## src/rtl/cc_req_arbiter.sv

```systemverilog
// rtl/cc_req_arbiter.sv - round-robin arbiter sharing one code_converter among NREQ requesters
module cc_req_arbiter #(
    parameter int NREQ    = 4,
    parameter int ID_W    = 2,
    parameter int TIMEOUT = 8
) (
    input  logic              clk_in,
    input  logic              rst_n_in,
    input  logic [NREQ-1:0]   req_in,
    input  logic [4*NREQ-1:0] op_in,
    input  logic [4*NREQ-1:0] data_in,
    output logic [NREQ-1:0]   ack_out,
    output logic              rsp_valid_out,
    output logic [ID_W-1:0]   rsp_id_out,
    output logic [7:0]        rsp_data_out,
    output logic              rsp_err_out,
    output logic [7:0]        cc_a_out,
    output logic              cc_en_n_out,
    input  logic [7:0]        cc_y_in,
    input  logic              cc_done_in
);
    localparam int TW = $clog2(TIMEOUT);

    typedef enum logic [1:0] {S_IDLE, S_WAIT, S_RESP} state_t;

    state_t            state;
    logic [ID_W-1:0]   rr_ptr;
    logic [TW-1:0]     timer;

    logic [NREQ-1:0]   req_rot;
    logic [ID_W:0]     idx_sum;
    logic              grant_vld;
    logic [ID_W-1:0]   grant_idx;
    logic [ID_W-1:0]   rr_next;
    logic [3:0]        grant_op;
    logic [3:0]        grant_data;
    logic              sel_ok;

    // Rotate requests so bit 0 is the requester at rr_ptr; lowest set bit wins.
    always_comb begin
        req_rot   = NREQ'({req_in, req_in} >> rr_ptr);
        grant_vld = 1'b0;
        idx_sum   = '0;
        for (int k = NREQ - 1; k >= 0; k--) begin
            if (req_rot[k]) begin
                grant_vld = 1'b1;
                idx_sum   = {1'b0, rr_ptr} + (ID_W+1)'(k);
            end
        end
        if (idx_sum >= (ID_W+1)'(NREQ)) begin
            grant_idx = ID_W'(idx_sum - (ID_W+1)'(NREQ));
        end else begin
            grant_idx = ID_W'(idx_sum);
        end
        rr_next = (grant_idx == ID_W'(NREQ - 1)) ? '0 : grant_idx + ID_W'(1);
    end

    always_comb begin
        grant_op   = 4'd0;
        grant_data = 4'd0;
        for (int i = 0; i < NREQ; i++) begin
            if (grant_idx == ID_W'(i)) begin
                grant_op   = op_in[4*i +: 4];
                grant_data = data_in[4*i +: 4];
            end
        end
        sel_ok = (grant_op != 4'd0) && ((grant_op & (grant_op - 4'd1)) == 4'd0);
    end

    always_ff @(posedge clk_in or negedge rst_n_in) begin
        if (!rst_n_in) begin
            state         <= S_IDLE;
            rr_ptr        <= '0;
            timer         <= '0;
            ack_out       <= '0;
            rsp_valid_out <= 1'b0;
            rsp_id_out    <= '0;
            rsp_data_out  <= 8'd0;
            rsp_err_out   <= 1'b0;
            cc_a_out      <= 8'd0;
            cc_en_n_out   <= 1'b1;
        end else begin
            ack_out       <= '0;
            rsp_valid_out <= 1'b0;
            case (state)
                S_IDLE: begin
                    if (grant_vld) begin
                        ack_out    <= NREQ'(1) << grant_idx;
                        rsp_id_out <= grant_idx;
                        rr_ptr     <= rr_next;
                        if (sel_ok) begin
                            cc_a_out    <= {grant_data, grant_op};
                            cc_en_n_out <= 1'b0;
                            timer       <= '0;
                            state       <= S_WAIT;
                        end else begin
                            rsp_valid_out <= 1'b1;
                            rsp_err_out   <= 1'b1;
                            rsp_data_out  <= 8'd0;
                            state         <= S_RESP;
                        end
                    end
                end
                S_WAIT: begin
                    if (cc_done_in) begin
                        rsp_valid_out <= 1'b1;
                        rsp_err_out   <= 1'b0;
                        rsp_data_out  <= cc_y_in;
                        cc_en_n_out   <= 1'b1;
                        cc_a_out      <= 8'd0;
                        state         <= S_RESP;
                    end else if (timer == TW'(TIMEOUT - 1)) begin
                        rsp_valid_out <= 1'b1;
                        rsp_err_out   <= 1'b1;
                        rsp_data_out  <= 8'd0;
                        cc_en_n_out   <= 1'b1;
                        cc_a_out      <= 8'd0;
                        state         <= S_RESP;
                    end else begin
                        timer <= timer + TW'(1);
                    end
                end
                S_RESP: state <= S_IDLE;
                default: state <= S_IDLE;
            endcase
        end
    end
endmodule
```

## config.mk

```make
export PLATFORM = sky130hd
export DESIGN_NAME = cc_req_arbiter
export DESIGN_NICKNAME = d
export VERILOG_FILES = /design/src/rtl/cc_req_arbiter.sv
export SDC_FILE = /design/constraint.sdc
export NUM_CORES = 1
export LEC_CHECK = 0
export CAP_MARGIN = 30
export CORE_MARGIN = 10
export CORE_UTILIZATION = 40
export CTS_BUF_LIST = sky130_fd_sc_hd__clkbuf_4
export CTS_CLUSTER_DIAMETER = 80
export CTS_CLUSTER_SIZE = 40
export DETAILED_ROUTE_END_ITERATION = 7
export PLACE_DENSITY = 0.87
export SYNTH_ARGS = -nofsm -noshare
export SYNTH_HDL_FRONTEND = slang
export SYNTH_SLANG_ARGS = --single-unit
```

## constraint.sdc

```tcl
create_clock -name clk_in -period 2.7 [get_ports clk_in]
set_input_delay 0.405 -clock clk_in [delete_from_list [all_inputs] [get_ports clk_in]]
set_output_delay 0.405 -clock clk_in [all_outputs]
set_load 0.05 [all_outputs]
```

* Word level (Yosys, flattened, before mapping) *
Cells that the tools add are included.

storage, ports and cells
  register bits = 32
  input bits = 47
  output and inout bits = 25
  word-level logic and storage cells = 96

cells by class
  $add $sub $neg = 7
  magnitude comparators = 1
  eq/ne operators = 11
  shifts and indexed selects = 2
  muxes and demuxes = 53
  bitwise logic cells = 1
  reduce and logical (&&, ||, !) cells = 11

operators by type and width
  kind                   number
  $mux W8                7
  $mux W4                10
  $pmux W8 S2            2
  $mux W3                8
  $mux W1                15
  $mux W2                6
  $ne A2 B2 Y1 const B   5
  $reduce_and A4 Y1      2
  $shr A8 B2 Y4          1
  $add A2 B2 Y3 const B  2
  $pmux W1 S2            3
  $pmux W3 S2            1
  $reduce_and A5 Y1      1
  $and A4 B4 Y4          1
  $eq A2 B1 Y1 const B   2
  $eq A2 B2 Y1 const B   2
  $logic_not A2 Y1       2
  $logic_not A4 Y1       1
  $pmux W2 S2            1
  $reduce_and A2 Y1      2
  $reduce_bool A4 Y1     1
  $shl A1 B2 Y4 const A  1
  $sub A4 B1 Y4 const B  1
  $add A2 B1 Y3 const B  1
  other kinds (8)        8

* Logic depth before layout (Yosys ltp) *
Gate-level depths: netlist (run 1).

  depth in word-level cells = 19
  depth in mapped cells = 16
  mapped depth without buffers = 14

* Worst setup path before layout (run 1) *
No wires, ideal clock.

  kind = input to register
  start point = input port req_in[0]
  end point = register cc_a_out[0]
  library setup time = 0.121 ns
  arrival time = 2.637 ns
  data required time = 2.579 ns
  setup slack = -0.058 ns
  stages = 16
  path buffers = 2
  cell sequence = inv_1 -> nor2_1 -> a21oi_1 -> o22ai_1 -> a21oi_1 -> inv_1 -> ha_1 -> buf_2 -> nor2_2 -> o211ai_1 -> nand2_1 -> xor2_2 -> o211ai_4 -> and2_1 -> buf_6 -> a22o_1

on the way
  longest elaborated chain between the ends = 18
  elaborated cells between the ends (all ways) = 31
  classes of those cells = add/sub: 2; order compare: 1; eq/ne: 5; shift: 1; mux: 16; bitwise: 1; reduce/logical: 5

RTL lines
  element                                        line    text
  start: declaration                             9       input logic [NREQ-1:0] req_in,
  $shr A8 B2 Y4 *                                41      req_rot = NREQ'({req_in, req_in} >> rr_ptr);
  $mux W3 (3 in a row)                           45      if (req_rot[k]) begin
  $mux W3 *                                      45
  $ge A3 B3 Y1 or $sub A2 B1 Y2 (tied branches)  50, 51
  $mux W2 *                                      50      if (idx_sum >= (ID_W+1)'(NREQ)) begin
  via grant_idx[0]                               33      logic [ID_W-1:0] grant_idx;
  $logic_not A2 Y1                               62      if (grant_idx == ID_W'(i)) begin
  $mux W4 (3 in a row)                           62
  $mux W4 *                                      62
  $sub A4 B1 Y4                                  67      sel_ok = (grant_op != 4'd0) && ((grant_op & (grant_op - 4'd1)) == 4'd0);
  $and A4 B4 Y4                                  67
  $logic_not A4 Y1                               67
  $logic_and A1 B1 Y1                            67
  $ne A2 B2 Y1 (no line)                         -
  $reduce_and A4 Y1 (no line)                    -
  end signal: assignment                         92      cc_a_out <= {grant_data, grant_op};
  end: declaration                               17      output logic [7:0] cc_a_out,

Mark *: on every way through the listed nets, which the timed path passes. The rest lies on a longest branch. The select of a mux whose other input is x is not followed.
A chain may end at the register's enable or synchronous reset.

* Final worst setup path (run 1) *
  start point = register rr_ptr[0]
  end point = register cc_a_out[3]

on the way
  longest elaborated chain between the ends = 18
  elaborated cells between the ends (all ways) = 34
  classes of those cells = add/sub: 5; order compare: 1; eq/ne: 5; shift: 1; mux: 16; bitwise: 1; reduce/logical: 5

RTL lines
  element                                         line    text
  start: declaration                              27      logic [ID_W-1:0] rr_ptr;
  start signal: assignment                        90      rr_ptr <= rr_next;
  $add A2 B2 Y3 or $shr A8 B2 Y4 (tied branches)  47, 41
  $mux W3 (4 in a row)                            45
  $ge A3 B3 Y1 or $sub A2 B1 Y2 (tied branches)   50, 51
  $mux W2                                         50
  $logic_not A2 Y1                                62
  $mux W4 (4 in a row)                            62
  $sub A4 B1 Y4                                   67
  $and A4 B4 Y4                                   67
  $logic_not A4 Y1                                67
  $logic_and A1 B1 Y1                             67
  $ne A2 B2 Y1 (no line)                          -
  $reduce_and A4 Y1 (no line)                     -

Several ways; a longest one is shown, not always the timed one. The select of a mux whose other input is x is not followed.

==> run metrics, run 1 <==
flops & latches, synth=32; power per cell area=1360 nW/um^2; Post-Route WL=6.36 mm; row cnt=23; Clock power frac=9.5%; share of the synthesized area in the top cell type=44.8%; nets=334; Skew-Pair Late Insertion Delay=0.37 ns; CTS max path bufs=2; post-DR wirelength/cell=19.1 um; die width=85.8 um; cell taking the most area after synthesis=dfrtp_1; CORE AREA=4090 um^2; layout cells sized above 1=29.4%; Slew Limit Fails=0; NetSw=1.90 mW; worst path required time=2.96 ns; failing checks=negative setup slack; area added between synthesis and finish=74.9%; vias per std cell=5.43; DRC viols=0; Yosys cell types=39; max_cap viols=0; Pwr Total=4.13 mW; gpl congestion=0.787; Diodes inserted=0; total gr overflow=0; Final Cell Area=3030 um^2; Final WS setup=-0.168 ns; CTS tree=built; Top FF cell, synth=dfrtp_1; Max rail drop VDD=0.000888 V; DP HPWL=4.10 mm; H-tree depth=2; GRT Resource Usage Total=16.0%; switching part of the total=46.0%; Crit. End Element=flop; critical path class=reg2reg; synth cell count leaders=31 x dfrtp_1, 24 x nand2_1, 14 x a22o_1; slew margin rel.=49.8%; Placed Area=2590 um^2; post-synthesis cell count=176; I/O Buffers=71; final hold violation count=0; Root Driver=clkbuf_4; minimum clock period after layout=2.87 ns; Slowest-stage cell, CP=dfrtp_2; die footprint=7360 um^2; DP Worst Slack=-0.682 ns; top-count cell post-synth=dfrtp_1; synth warn=0; syn_nets=229; Syn Std Cell Area=1730 um^2; clock skew after layout=0.0179 ns; Slew @ Worst Pin=0.748 ns; EDFF count, synth=0; leakage=1.34 nW; first-pass GRT wire length=9.43 mm; DR pass1 iterations=4; Combinational Power Share=70.9%; fin cells=332; share of the yosys chip area belonging to registers=46.3%; First DRT Iteration DRCs=59; clock slew at reported path FFs=0.12 ns; vias in the first global route=1851; Crit Path Max Fanout=5; Util after Layout=74.1%; Worst path max stage delay=0.48 ns; number of CTS-inserted buffers=5; internal power=2.23 mW; RSZ-0062 raised after global routing=true; final period utilization=106%; Hold Crit Class=in2async; Max Fclk=349 MHz; status=finished with violations; Ports=72; Starting Density=42.4%; Sink Count=32; Die Ht=85.8 um; Post-synth ARST share=100%; dominant cells by area after synthesis=dfrtp_1 45%, a22o_1 7.1%, nand2_1 5.2%; Startpoint Class=flop; critical path data arrival time=3.13 ns; CP Cell Sequence=buf_6, a21oi_2, o22ai_2, buf_6, ha_4, buf_6, o211ai_1, nand2_1, xor2_2, buf_4, o211ai_4, buf_6, nor3b_1, a221o_1; largest net degree at the start of global routing=33; Post-DRT Antenna Nets=0; Placed Cells incl. Taps=306; via count=1804; Syn Area/Cell=9.84 um^2; R2R Setup Slk=-0.17 ns; initial antenna violation count=0; CP most frequent cell=buf_6; register share of total power=19.6%; final setup vio count=20; CTS Hold Bufs=0
-- layout by cell type, fill, tap and decap left out, types with 2 or more instances in the layout --
master	n
and2_1	6
inv_2	2
buf_4	25
a2bb2oi_1	2
nor3_1	3
clkdlybuf4s50_1	67
dfrtp_1	30
buf_12	2
o21ai_2	3
dlygate4sd2_1	3
ha_1	2
a21oi_2	5
a22o_1	14
o21ai_0	8
nor3b_1	2
o22ai_2	3
buf_6	9
ha_4	4
mux2_2	2
nor2_4	2
nand3_1	2
nor2b_1	2
o211ai_1	3
a22oi_1	4
nand2_1	23
a221o_1	2
clkbuf_4	5
nor2_1	5
a21oi_1	4
inv_1	10
-- power groups by stage --
stage	Sequential (mW)	Combinational [mW]	Clock (mW)
after floorplan	1.28	1.01	0
after global placement	0.796	2.15	0
after detailed placement	0.801	2.21	0
after CTS	0.793	2.53	0.382
after global routing	0.832	3.10	0.411
final	0.809	2.93	0.390
-- critical path: cells and delay by family, from the launching register on --
family	cells	cell delay (ns)
buffers and inverters	5	0.69
AO/OA/AOI/OAI	5	1.01
flip-flops	1	0.48
AND/OR/NAND/NOR	2	0.23
XOR/XNOR	1	0.18
adder cells (fa/ha/maj)	1	0.17
-- final timing paths --
path                                                end  depth (start not counted)                     from
worst max-delay path            cc_a_out[3]$_DFFE_PN0P_                         14    rr_ptr[0]$_DFFE_PN0P_
min in group clk_in             cc_a_out[5]$_DFFE_PN0P_                          1  cc_a_out[5]$_DFFE_PN0P_
worst min-delay path            rsp_err_out$_DFFE_PN0P_                          2                 rst_n_in
worst max register to register  cc_a_out[3]$_DFFE_PN0P_                         14    rr_ptr[0]$_DFFE_PN0P_
max in group asynchronous       cc_en_n_out$_DFFE_PN1P_                          2                 rst_n_in
worst min register to register  cc_a_out[5]$_DFFE_PN0P_                          1  cc_a_out[5]$_DFFE_PN0P_
-- final cells by class --
| class | count | area (um^2) |
|---|---|---|
| well taps | 50 | 62.6 |
| clock buffers | 5 | 37.5 |
| multi-input cells | 122 | 990 |
| inverters | 13 | 53.8 |
| flip-flops and latches | 32 | 803 |
| repair buffers | 107 | 1040 |
| fillers | 290 | 1060 |
| clock inverters | 3 | 42.5 |
-- per-layer routing --
layer	vias to the layer above	part of all wire, %	wire, um	GRT usage [%]
met1	897	37	2330	16.4
met2	59	56	3530	29.2
met5	-	0	0	0
li1	832	-	-	-
met3	16	4.7	299	4.82
met4	0	3.1	194	6.89
-- sequential cells by signal, summed over array words and instances, names as in the netlist --
signal	flops
rsp_id_out	2
cc_en_n_out	1
rr_ptr	2
rsp_err_out	1
rsp_data_out	8
timer	3
ack_out	4
rsp_valid_out	1
cc_a_out	8
state	2
-- stage by stage --
step	TNS [ns]	hold slack [ns]
floorplan	0	0.109
global placement	-11.36	0.490
detailed placement	-14.19	0.491
CTS	0	0.448
global route	-4.88	0.450
finish	-2.06	0.427
-- timing repair --
item	4_1_cts	5_1_grt
resized for setup	34	19
buffers inserted	12	7
setup endpoints to repair	23	23
cloned	0	0
pin swaps	18	10
-- cell families (layout without fill, tap and decap cells) --
group / Yosys count / count (layout) / share of synthesized area [%]
AOI/OAI and AO/OA: 57 / 57 / 25.5
xor gates and xnor gates: 1 / 1 / 0.940
DFF: 32 / 32 / 46.3
adders and majority gates: 6 / 6 / 4.34
and+or+nand+nor: 56 / 56 / 15.6
buffers and inverters: 22 / 128 / 6.00
muxes: 2 / 2 / 1.30
(Power assumes the default switching activity.)
==> run 2, diff against run 1 <==
==> constraint.sdc (replaced) <==
create_clock -name clk_in -period 2.7 [get_ports clk_in]
set_input_delay 0.405 -clock clk_in [delete_from_list [all_inputs] [get_ports clk_in]]
set_output_delay 0.405 -clock clk_in [all_outputs]
set_load 0.005 [all_outputs]
==> results of run 2 <==
The final DEF is identical to that of run 1. Status: finished with violations: negative setup slack.
Main changes from that run: total power 4.13 mW -> 3.63 mW; worst IR drop on VDD 0.000888 V -> 0.000770 V
==> run 3, diff against run 2 <==
Settings changed: CTS_CLUSTER_SIZE 40 to 14.
==> results of run 3 <==
The final DEF is identical to that of run 1. Status: finished with violations: negative setup slack.
Main changes from that run: total power 4.13 mW -> 3.63 mW; worst IR drop on VDD 0.000888 V -> 0.000770 V
